File: config.mk
export PLATFORM = sky130hd
export DESIGN_NAME = ymat_ptr_pack_writer
export DESIGN_NICKNAME = d
export VERILOG_FILES = /design/src/rtl/ymat_pkg.sv /design/src/rtl/ymat_slot_packer.sv /design/src/rtl/ymat_ptr_pack_writer.sv
export SDC_FILE = /design/constraint.sdc
export NUM_CORES = 1
export LEC_CHECK = 0
export BUFFER_PORTS_ARGS = -buffer_cell sky130_fd_sc_hd__buf_2
export CORE_MARGIN = 1
export CORE_UTILIZATION = 46
export DETAILED_ROUTE_END_ITERATION = 10
export PLACE_DENSITY = 0.73
export SKIP_LAST_GASP = 1
export SYNTH_ARGS = -nofsm -noshare
export SYNTH_HDL_FRONTEND = slang
export SYNTH_SLANG_ARGS = --single-unit
File: constraint.sdc
create_clock -name clock -period 7.1 [get_ports clock]
set_clock_uncertainty 0.2 [all_clocks]
set_input_delay 1.42 -clock clock [delete_from_list [all_inputs] [get_ports clock]]
set_output_delay 1.42 -clock clock [all_outputs]
set_load 0.03 [all_outputs]
File: src/rtl/ymat_pkg.sv
// Shared definitions for the Y-matrix row-pointer table.
// The writer and the address-lookup reader both take the slot layout from here,
// so there is only one definition of where slot k lives in a word.
package ymat_pkg;

  localparam int PTR_W      = 10;
  localparam int SLOT_W     = 16;
  localparam int SLOTS      = 16;
  localparam int WORD_W     = SLOT_W * SLOTS;
  localparam int ADDR_W     = 11;
  localparam int SLOT_IDX_W = $clog2(SLOTS);
  localparam int PAD_W      = SLOT_W - PTR_W;

  // Writer FSM states.
  typedef enum logic [1:0] {
    ST_IDLE  = 2'd0,
    ST_FILL  = 2'd1,
    ST_WRITE = 2'd2,
    ST_DONE  = 2'd3
  } state_e;

  // Bit position of the LSB of slot k.
  // Slot 0 sits at the top of the word, slot SLOTS-1 at the bottom.
  function automatic int unsigned slot_lsb(input logic [SLOT_IDX_W-1:0] k);
    int unsigned k_int;
    k_int = int'({1'b0, k});
    return SLOT_W * (SLOTS - 1 - k_int);
  endfunction

endpackage

File: src/rtl/ymat_slot_packer.sv
// Word assembly buffer for the row-pointer writer.
// It holds one SRAM word and a slot index. A load zero-extends the pointer into
// the current slot and advances the index. A clear empties the whole word.
// Clear wins over load. The two never coincide in normal use, but the priority
// keeps the buffer well defined if they do.
module ymat_slot_packer
  import ymat_pkg::*;
(
  input  logic                  clock,
  input  logic                  reset,
  input  logic                  clear,
  input  logic                  load,
  input  logic [PTR_W-1:0]      ptr,
  output logic [WORD_W-1:0]     data,
  output logic [SLOT_IDX_W-1:0] slot,
  output logic                  last_slot
);

  logic [WORD_W-1:0]     buf_q, buf_d;
  logic [SLOT_IDX_W-1:0] slot_q, slot_d;

  // Next-state logic: clear, or insert into the current slot and advance.
  always_comb begin
    buf_d  = buf_q;
    slot_d = slot_q;
    if (clear) begin
      buf_d  = '0;
      slot_d = '0;
    end else if (load) begin
      buf_d[slot_lsb(slot_q) +: SLOT_W] = {{PAD_W{1'b0}}, ptr};
      // Slot index wraps naturally at SLOTS (a power of two).
      slot_d = slot_q + 1'b1;
    end
  end

  // Buffer and slot index registers.
  always_ff @(posedge clock or posedge reset) begin
    if (reset) begin
      buf_q  <= '0;
      slot_q <= '0;
    end else begin
      buf_q  <= buf_d;
      slot_q <= slot_d;
    end
  end

  assign data      = buf_q;
  assign slot      = slot_q;
  assign last_slot = (slot_q == SLOT_IDX_W'(SLOTS - 1));

endmodule

File: src/rtl/ymat_ptr_pack_writer.sv
// Write side of the Y-matrix row-pointer table.
// Packs 10-bit row start addresses, 16 per 256-bit word, and issues one SRAM
// write per word through the shared arbiter.
//
// Handshakes:
//   Entry input: an entry transfers on a rising edge where in_valid && in_ready.
//   in_ready depends only on state. in_valid while in_ready=0 has no effect.
//   SRAM write: sram_wr_req stays high with addr/data stable until the edge
//   where sram_wr_req && sram_wr_gnt. The write commits on that edge.
module ymat_ptr_pack_writer
  import ymat_pkg::*;
(
  input  logic              clock,
  input  logic              reset,
  input  logic              start,
  input  logic [ADDR_W-1:0] start_addr,
  input  logic              in_valid,
  output logic              in_ready,
  input  logic [PTR_W-1:0]  in_ptr,
  input  logic              in_last,
  output logic              sram_wr_req,
  input  logic              sram_wr_gnt,
  output logic [ADDR_W-1:0] sram_wr_addr,
  output logic [WORD_W-1:0] sram_wr_data,
  output logic              busy,
  output logic              done,
  output logic [15:0]       entry_count,
  output state_e            dbg_state
);

  state_e            state_q, state_d;
  logic [ADDR_W-1:0] addr_q, addr_d;
  logic [15:0]       count_q, count_d;
  // Set when the word being filled or written holds the table's last entry.
  logic              last_q, last_d;

  logic                  pk_clear;
  logic                  pk_load;
  logic [WORD_W-1:0]     pk_data;
  logic [SLOT_IDX_W-1:0] pk_slot;
  logic                  pk_last_slot;

  ymat_slot_packer u_packer (
    .clock     (clock),
    .reset     (reset),
    .clear     (pk_clear),
    .load      (pk_load),
    .ptr       (in_ptr),
    .data      (pk_data),
    .slot      (pk_slot),
    .last_slot (pk_last_slot)
  );

  // FSM next state, address/count updates and packer control.
  always_comb begin
    state_d  = state_q;
    addr_d   = addr_q;
    count_d  = count_q;
    last_d   = last_q;
    pk_clear = 1'b0;
    pk_load  = 1'b0;
    unique case (state_q)
      ST_IDLE: begin
        if (start) begin
          addr_d   = start_addr;
          count_d  = '0;
          last_d   = 1'b0;
          pk_clear = 1'b1;
          state_d  = ST_FILL;
        end
      end
      ST_FILL: begin
        if (in_valid) begin
          pk_load = 1'b1;
          if (count_q != 16'hFFFF) begin
            count_d = count_q + 16'd1;
          end
          last_d = in_last;
          // A 16th entry that is also last still produces exactly one word.
          if (pk_last_slot || in_last) begin
            state_d = ST_WRITE;
          end
        end
      end
      ST_WRITE: begin
        if (sram_wr_gnt) begin
          // The address wraps from 2^ADDR_W-1 to 0 by truncation.
          addr_d   = addr_q + 1'b1;
          pk_clear = 1'b1;
          state_d  = last_q ? ST_DONE : ST_FILL;
        end
      end
      ST_DONE: begin
        state_d = ST_IDLE;
      end
      default: begin
        state_d = ST_IDLE;
      end
    endcase
  end

  // State, address, count and last-flag registers.
  always_ff @(posedge clock or posedge reset) begin
    if (reset) begin
      state_q <= ST_IDLE;
      addr_q  <= '0;
      count_q <= '0;
      last_q  <= 1'b0;
    end else begin
      state_q <= state_d;
      addr_q  <= addr_d;
      count_q <= count_d;
      last_q  <= last_d;
    end
  end

  // Outputs are decoded from registered state only.
  // As a result, reset drops sram_wr_req without waiting for a clock edge.
  assign in_ready     = (state_q == ST_FILL);
  assign sram_wr_req  = (state_q == ST_WRITE);
  assign sram_wr_addr = addr_q;
  assign sram_wr_data = pk_data;
  assign busy         = (state_q != ST_IDLE);
  assign done         = (state_q == ST_DONE);
  assign entry_count  = count_q;
  assign dbg_state    = state_q;

endmodule

==> metrics.md <==
| Metric | Value |
|---|---|
| Cell row count | `51` |
| Slew @ Worst Pin | `1160 ps` |
| Nets | `approximately 1,100` |
| Die area | `~21,000 um2` |
| Pins Over Slew Limit | `0` |
| Gates resized, CTS repair | `0` |
| Worst-Skew Late Latency | `430 ps` |
| Final setup viols | `0` |
| Number of DRC markers in iteration 0 | `between 400 and 500` |
| Initial Util | `between 40% and 50%` |
| Min-delay src | `u_packer.data[5]` |
| Clk pin slew, worst setup/hold paths | `roughly 70 ps` |
| Chip width | `approximately 140 um` |
| VDD IR max | `about 0.18 mV` |
| Largest net degree at the start of global routing | `between 100 and 150` |
| Synthesized instance count | `slightly above 900` |
| Tmin final | `between 3000 and 4000 ps` |
| I/O pins | `316` |
| Clock power frac | `between 20% and 30%` |
| CP max stage delay | `690 ps` |
| GRT Residual Overflow | `0` |
| Ys async rst share | `100%` |
| # diodes | `0` |
| Bufs and invs on worst path | `2` |
| Drt pass-1 iters | `5` |
| Worst-path cell chain | `nand2b_1 -> inv_2 -> buf_2` |
| Max Buffers Root-to-Sink | `2` |
| Switching Power | `roughly 1.6 mW` |
| Post-Syn Area | `approximately 9300 um2` |
| CTS tree | `built` |
| Commonest non-fill, non-tap cell in the layout | `buf_2` |
| Reg-to-Reg End | `u_packer.data[135]` |
| Ys Warns | `0` |
| Fill cells | `about 1,800` |
| Pleak | `5.86 nW` |
| PD cells | `about 330 nW/um2` |
| Worst min-delay path class | `flip-flop to flip-flop` |
| Slowest-stage cell, CP | `dfrtp_1` |
| Most frequent cells in the layout | `219 x buf_2, 194 x dfrtp_1, 148 x nand2_1` |
| RSZ-0062 raised after global routing | `false` |
| Vias per cell | `between 5 and 6` |
| Max H-tree Level | `4` |
| Worst Slack Setup Final | `about 3400 ps` |
| Hold Path Sink | `u_packer.data[5]` |
| Synth cell types | `54` |
| Critical path class | `flip-flop to primary output` |
| Worst rel slew slack | `roughly 23%` |
| Post-DR wirelength/cell | `17.4 um` |
| Gr usage total | `around a quarter` |
| DP HPWL | `16.4 mm` |
| Hold-fix buffer count after cts | `0` |
| IO Port Bufs | `between 200 and 250` |
| Startpoint Class | `flip-flop` |
| GPL Wtd Cong | `~0.85` |
| Fin. Hold Viols | `0` |
| Synth Flop Type | `dfrtp_1` |
| Share of cells above drive strength 1 | `23.6%` |
| Synth Register Bits | `approximately 190` |
| Mapped Avg Cell Area | `10.0 um2` |
| Clock buffer count from CTS | `17` |
| Post-place setup slack | `just over 3000 ps` |
| Post-DRT Antenna Nets | `0` |
| CTS sink count | `between 150 and 200` |
| FF-to-FF Start | `u_packer.slot[0]` |
| Number of synthesized flops with an enable pin | `0` |
| Top fanout value on the critical path | `21` |
| Register area share after synthesis | `around 52%` |
| Critical path endpoint category | `primary output` |
| Top delay family on crit path | `flip-flops` |
| Setup repair bufs after CTS | `0` |
| CP Data Required Time | `between 5000 and 6000 ps` |
| Setup TNS | `0 ps` |
| First-pass GRT wire length | `approximately 37 mm` |
| Pint | `1.99 mW` |
| Final wirelength | `between 20 and 25 mm` |
| Instance count on the critical path | `3` |
| Switch share | `between 40% and 50%` |
| WHS Path Cells | `2` |
| Vias | `7,316` |
| Fmax | `between 0.2 and 0.3 GHz` |
| Root buffer cell | `clkbuf_16` |
| Max Cap Violations | `0` |
| Vias in the first global route | `approximately 6,800` |
| Core ar. | `between 15,000 and 20,000 um2` |
| Crit share post-route | `a little over half` |
| Depth of the most critical reg-to-reg path | `5` |
| Area Growth Syn to Fin | `16.1%` |
| Power share of the sequential group | `38.5%` |
| Initial antenna violation count | `1` |
| Combinational power share | `34.2%` |
| R2R Setup Slk | `3690 ps` |
| DRC Markers | `0` |
| Die H | `about 140 um` |
| Status | `finished, final reports clean` |
| CP arrival | `between 2000 and 2500 ps` |
## worst register-to-register path, stage by stage, from the launching register on
cell	delay (ps)
dfrtp_1	470
ha_1	380
inv_1	370
nand4b_1	580
nor3_2	1030
mux2i_1	310
## cells by family after synthesis
kind of cell | after synthesis | synth area share [%]
AOI/OAI and AO/OA | 150 | 9.62
xor gates and xnor gates | 2 | 0.189
adders and majority gates | 4 | 0.540
buffers and inverters | 172 | 11.0
DFF | 194 | 52.4
muxes | 99 | 10.8
other | 1 | 0.0405
and+or+nand+nor | 302 | 15.4
## power groups by stage
stage / registers [mW] / logic, mW / clock network (mW)
floorplan: 1.60 / 0.666 / 0
global placement: 1.38 / 1.21 / 0
detailed placement: 1.38 / 1.22 / 0
CTS: 1.36 / 1.22 / 0.989
global route: 1.39 / 1.31 / 1.03
finish: 1.37 / 1.21 / 0.970
## registers in the layout, indices dropped and copies added, names as in the netlist
name	count
dbg_state	2
entry_count	16
last_q	1
sram_wr_addr	11
u_packer.data	160
u_packer.slot	4
## metrics by stage
| stage | instance area, um2 | power, mW | instances | hold slack, ps | utilization (%) |
|---|---|---|---|---|---|
| global route | 10700 | 3.73 | 1386 | 341 | 54.9 |
| detailed placement | 10100 | 2.60 | 1354 | 290 | 51.8 |
| global placement | 10100 | 2.59 | 1354 | 278 | 51.8 |
| floorplan | 9620 | 2.26 | 1019 | 268 | - |
| finish | 10700 | 3.55 | 1386 | 298 | 54.9 |
| CTS | 10700 | 3.57 | 1386 | 308 | 54.9 |
## cell type report
class	count	area [um2]	share of cell area [%]
repair buffers	223	1130	10.5
flip-flops and latches	194	4850	45.2
clock inverters	15	181	1.69
clock buffers	17	425	3.96
inverters	19	78.8	0.733
multi-input cells	653	3750	34.9
well taps	265	332	3.08
## synth_stat cells, drive strengths merged, types with 2 or more instances
cell type    n  share of area [%]
nand2b      10               0.68
or2          2               0.14
dfrtp      194                 52
xor2         2               0.19
and4         2               0.19
and4b        3               0.32
a211oi       5               0.41
o211ai      11               0.89
and2         9               0.61
o31ai       11               0.89
clkbuf      46                1.9
nor2b        3               0.20
or4          4               0.32
buf        107                8.4
nor3         5               0.32
or3          3               0.20
a21oi       17               0.92
nand2      148                6.0
a2bb2oi      4               0.38
and3         8               0.54
mux2i       98                 11
nand3       76                4.1
o2111ai      3               0.28
inv         19               0.77
o21a         2               0.16
nand4b       2               0.19
nor2        14               0.57
and3b        2               0.19
a31o         2               0.19
nand4        6               0.41
ha           4               0.54
nor4         2               0.14
o22ai        8               0.54
o21ai       78                4.2
a31oi        3               0.20
## per-layer routing
metal  GRT usage [%]  vias to the layer above  routed length [um]
met5               0                        -                  10
met4            7.95                        2                 574
met3            6.10                       39                1590
met2            37.3                      285               11400
met1            32.1                     3614               10500
li1                -                     3376                   -
## worst max-delay path by stage
stage | startpoint | to | slack (ps)
after global routing | start | u_packer.data[148] | 3240
after detailed placement | start | u_packer.data[38] | 3100
after floorplan | reset | dbg_state[0] | 200
after CTS | dbg_state[1] | sram_wr_req | 3420
final | dbg_state[1] | sram_wr_req | 3400
after global placement | start | u_packer.data[99] | 3160
Note: power is estimated with default switching activity, not from simulation.
